[src/rtl/cache_controller.sv]
// cache_controller
//   Per-cache control FSM in front of the cache sets. It decodes processor
//   read/write requests against the set hit/dirty status and drives the
//   5-bit set control word. On a miss it writes a dirty victim line back
//   word by word, then refills the line from memory. The processor stalls
//   (ready_o=0) until the held request can complete as a hit.
//
// Ports
//   clk_i, rst_i      clock, synchronous active-high reset
//   read_en_i         processor read request
//   write_en_i        processor write request (wins if both are asserted)
//   addr_i[31:0]      processor address, held while ready_o=0
//   hit_i             OR of the set hit lines
//   dirty_i           dirty bit of the selected line (hit line, else victim)
//   tag_i             tag of the selected line (victim tag on a miss)
//   mem_ready_i       memory finished the current word transfer this cycle
//   control_o[4:0]    {write_en, set_valid, set_dirty, strategy_en, offset_sel}
//   mem_addr_o[31:0]  memory word address, also the set's refill offset source
//   mem_read_en_o     memory read request
//   mem_write_en_o    memory write request
//   ready_o           request completes this cycle
module cache_controller #(
  parameter int unsigned TAG_WIDTH    = 26,
  parameter int unsigned SET_WIDTH    = 2,
  parameter int unsigned OFFSET_WIDTH = 4
) (
  input  logic                 clk_i,
  input  logic                 rst_i,
  input  logic                 read_en_i,
  input  logic                 write_en_i,
  input  logic [31:0]          addr_i,
  input  logic                 hit_i,
  input  logic                 dirty_i,
  input  logic [TAG_WIDTH-1:0] tag_i,
  input  logic                 mem_ready_i,
  output logic [4:0]           control_o,
  output logic [31:0]          mem_addr_o,
  output logic                 mem_read_en_o,
  output logic                 mem_write_en_o,
  output logic                 ready_o
);

  localparam int unsigned CW = OFFSET_WIDTH - 2;

  localparam logic [4:0] CTRL_NONE      = 5'b00000;
  localparam logic [4:0] CTRL_READ_HIT  = 5'b00011;
  localparam logic [4:0] CTRL_WRITE_HIT = 5'b11111;
  localparam logic [4:0] CTRL_FILL_WORD = 5'b10000;
  localparam logic [4:0] CTRL_FILL_LAST = 5'b11000;

  typedef enum logic [1:0] {
    IDLE,
    WRITE_BACK,
    ALLOCATE
  } state_t;

  state_t          state, next_state;
  logic [CW-1:0]   cnt, next_cnt;
  logic            req;
  logic            cnt_last;
  logic [SET_WIDTH-1:0] set_idx;

  assign req      = read_en_i | write_en_i;
  assign cnt_last = &cnt;
  assign set_idx  = addr_i[OFFSET_WIDTH+SET_WIDTH-1:OFFSET_WIDTH];

  // State and word counter registers
  always_ff @(posedge clk_i) begin
    if (rst_i) begin
      state <= IDLE;
      cnt   <= '0;
    end else begin
      state <= next_state;
      cnt   <= next_cnt;
    end
  end

  // Next-state and counter logic
  always_comb begin
    next_state = state;
    next_cnt   = cnt;
    unique case (state)
      IDLE: begin
        if (req && !hit_i) begin
          next_cnt   = '0;
          next_state = dirty_i ? WRITE_BACK : ALLOCATE;
        end
      end
      WRITE_BACK: begin
        if (mem_ready_i) begin
          if (cnt_last) begin
            next_cnt   = '0;
            next_state = ALLOCATE;
          end else begin
            next_cnt = cnt + CW'(1);
          end
        end
      end
      ALLOCATE: begin
        if (mem_ready_i) begin
          if (cnt_last) begin
            next_cnt   = '0;
            next_state = IDLE;
          end else begin
            next_cnt = cnt + CW'(1);
          end
        end
      end
      default: begin
        next_state = IDLE;
        next_cnt   = '0;
      end
    endcase
  end

  // Output decode
  always_comb begin
    control_o      = CTRL_NONE;
    mem_addr_o     = {addr_i[31:2], 2'b00};
    mem_read_en_o  = 1'b0;
    mem_write_en_o = 1'b0;
    ready_o        = 1'b0;
    unique case (state)
      IDLE: begin
        if (!req) begin
          ready_o = 1'b1;
        end else if (hit_i) begin
          ready_o   = 1'b1;
          control_o = write_en_i ? CTRL_WRITE_HIT : CTRL_READ_HIT;
        end
      end
      WRITE_BACK: begin
        // offset_sel=0 makes the set read victim word cnt for the write data
        mem_write_en_o = 1'b1;
        mem_addr_o     = {tag_i, set_idx, cnt, 2'b00};
      end
      ALLOCATE: begin
        mem_read_en_o = 1'b1;
        mem_addr_o    = {addr_i[31:OFFSET_WIDTH], cnt, 2'b00};
        if (mem_ready_i) begin
          control_o = cnt_last ? CTRL_FILL_LAST : CTRL_FILL_WORD;
        end
      end
      default: begin
        control_o = CTRL_NONE;
      end
    endcase
  end

endmodule

[config.mk]
export PLATFORM = sky130hd
export DESIGN_NAME = cache_controller
export DESIGN_NICKNAME = d
export VERILOG_FILES = /design/src/rtl/cache_controller.sv
export SDC_FILE = /design/constraint.sdc
export NUM_CORES = 1
export LEC_CHECK = 0
export CAP_MARGIN = 10
export CORE_UTILIZATION = 26
export CTS_CLUSTER_DIAMETER = 200
export DETAILED_ROUTE_END_ITERATION = 12
export PLACE_DENSITY = 0.88
export SYNTH_ARGS = -nofsm -noshare
export SYNTH_HDL_FRONTEND = slang
export SYNTH_SLANG_ARGS = --single-unit
[constraint.sdc]
create_clock -name clk_i -period 4.63 [get_ports clk_i]
set_clock_uncertainty 0.05 [all_clocks]
set_input_delay 0.926 -clock clk_i [delete_from_list [all_inputs] [get_ports clk_i]]
set_output_delay 0.926 -clock clk_i [all_outputs]
set_load 0.05 [all_outputs]
==> run_results.csv <==
group,metric,value,unit
outcome,run_status,"finished clean",
grt,track_usage,0.203,
drt,vias_per_cell,4.94,
finish,area_delta_synth_final,130,%
timing,finalSetupViolations,0,
logic_synthesis,synth_edf_count,0,
grt,grt_pass1_wl,4280,um
drt,first_pass_iters,4,
clocking,numCtsBuffers,3,
timing,maxSlewViolCount,0,
logic_synthesis,synth_top_area_frac,0.313,
finish,regArea,80.1,sq um
logic_synthesis,synthFlopType,"dfxtp_1",
floorplan,fp.dieW,54.9,um
grt,antenna_found_initial,0,
timing,rsz0062_at_grt,"false",
floorplan,dieArea,3010,sq um
placement,portBuffers,96,
logic_synthesis,synth_most_common_cell,"a22o_1",
critical_path,cp-end-kind,"primary output",
clocking,cts.reportedPaths.clkPinSlew,0.04,ns
timing,max_slew_margin,0.388,
clocking,cts_resized,0,
logic_synthesis,syn_area,727,sq um
clocking,ctsHoldBuffers,0,
drt,wl_met3,286,um
finish,multiInputGateArea,547,sq um
run,maxCapViolCount,0,
finish,nets,248,
logic_synthesis,synth_common_cells,"a22o_1, buf_4, inv_1",
drt,wl_met2,1740,um
critical_path,required,3.65,ns
floorplan,rows,18,
drt,num_vias,1017,
critical_path,crit_type,"flop to primary output",
grt,grt_max_degree,27,
floorplan,start_util,0.283,
clocking,clock_latency,0.24,ns
timing,fin_crit_sh,0.851,
drt,route.top_layer_used,"met4",
timing,tns,0,ns
finish,drive_above_1_share,0.0398,
logic_synthesis,synth_area_per_cell,8.26,sq um
drt,wl_per_cell,15.5,um
logic_synthesis,ys_warn_count,0,
power_and_ir_drop,power_density,823,nW/um^2
drt,drc,0,
timing,fmax,0.254,GHz
finish,fillCellCount,207,
timing,finalCriticalPeriod,3.94,ns
logic_synthesis,ys_seq_elements,4,
drt,drt-met1-wl,1090,um
critical_path,critPathLaunchType,"flop",
grt,grt_overflow,0,
logic_synthesis,yosysTopAreaCell,"a22o_1",
drt,wirelength,3200,um
power_and_ir_drop,p_leak,0.661,nW
timing,worst_slew_pin_slew,0.918,ns
timing,finalHoldViolCount,0,
floorplan,pin_count,105,
clocking,clockBufferDepth,2,
logic_synthesis,async_reset_ff_frac,0,
grt,grt_pass1_vias,970,
clocking,cts_tree,"built",
logic_synthesis,netlist_instances,88,
logic_synthesis,ys_seq_area_frac,0.110,
power_and_ir_drop,irDropWorstVdd,0.000663,V
floorplan,fp.coreArea,2570,sq um
clocking,cts_max_level,1,
drt,drt_iter0_drc,11,
logic_synthesis,synth_cell_types,28,
clocking,cts_num_sinks,4,
critical_path,worstPathMaxFanout,26,
drt,ant_nets,0,
logic_synthesis,synth_area_leaders,"a22o_1, dfxtp_1, ha_1",
critical_path,critPathArrivalTime,2.96,ns
clocking,cts_root_buf,"clkbuf_4",
finish,antenna_cells,0,
floorplan,die_height,54.9,um
finish,fin_util,0.652,
clocking,cts_setup_buffers,0,
placement,dp_hpwl,2720,um
hold_path,hold_path_class,"flop to flop",
placement,gp_congestion,0.739,
==> logic make-up after synthesis <==
group	share of synthesized area
buf+inv	0.143
fa+ha+maj	0.0861
flops	0.110
mux	0.0275
simple gates	0.169
other cells	0.00516
compound gates	0.460
==> stage by stage <==
stage	hold WS, ns	std cells	total power, mW	instance area, sq um	setup slack (ns)
after floorplan	0.415	89	0.973	731	1.78
after global placement	0.427	203	1.32	1650	1.03
after detailed placement	0.443	203	1.34	1650	0.990
after CTS	0.449	206	1.38	1670	0.709
after global routing	0.472	206	1.45	1670	0.515
final	0.447	206	1.38	1670	0.691
==> layout make-up <==
cell class / count / share of cell area
Timing Repair Buffer: 96 / 0.574
Tap cell: 30 / 0.0224
Sequential cell: 4 / 0.0478
Inverter: 7 / 0.0157
Multi-Input combinational cell: 66 / 0.327
Clock buffer: 3 / 0.0135
==> cells in the final DEF, fill, tap and decap left out, types with 2 or more instances in the layout <==
master	netlist	routed
clkdlybuf4s50_1	0	96
a22o_1	26	26
inv_1	7	7
nand2_1	6	6
ha_1	5	5
dfxtp_1	4	4
nand2b_1	3	3
clkbuf_4	0	3
nand3_1	2	2
o22ai_1	2	2
and2b_1	2	2
mux2i_1	2	2
o32ai_1	2	2
conb_1	1	2
==> worst max-delay path, stage by stage (launching register included) <==
cell and delay (ns):
dfxtp_1 0.38, inv_1 0.08, ha_1 0.44, and2_1 0.75, a22o_1 0.24, clkdlybuf4s50_1 0.82
==> sequential cells by signal (all words and copies together), names as in the netlist <==
| name | cells |
|---|---|
| cnt | 2 |
| state | 2 |
==> metal layers <==
layer,global-route usage,up-vias
met3,0.0361,8
met2,0.428,49
met1,0.175,456
met5,0,-
met4,0.0983,0
li1,-,504
==> power breakdown <==
group	leakage [nW]	switching, mW	internal, mW	total (mW)
clock	0.0138	0.0159	0.0291	0.0450
sequential	0.0326	0.00907	0.0447	0.0538
combinational	0.615	0.815	0.464	1.28
==> final timing paths <==
check / startpoint / end / slack, ns / cells after the start
hold / removal: state[1]$_SDFFE_PP0P_ / state[1]$_SDFFE_PP0P_ / 0.45 / 2
setup reg to reg: state[0]$_SDFFE_PP0P_ / cnt[0]$_SDFFE_PP0P_ / 2.94 / 5
setup / recovery: state[0]$_SDFFE_PP0P_ / mem_addr_o[9] / 0.69 / 5
hold reg to reg: state[1]$_SDFFE_PP0P_ / state[1]$_SDFFE_PP0P_ / 0.45 / 2
(Power assumes the default switching activity.)
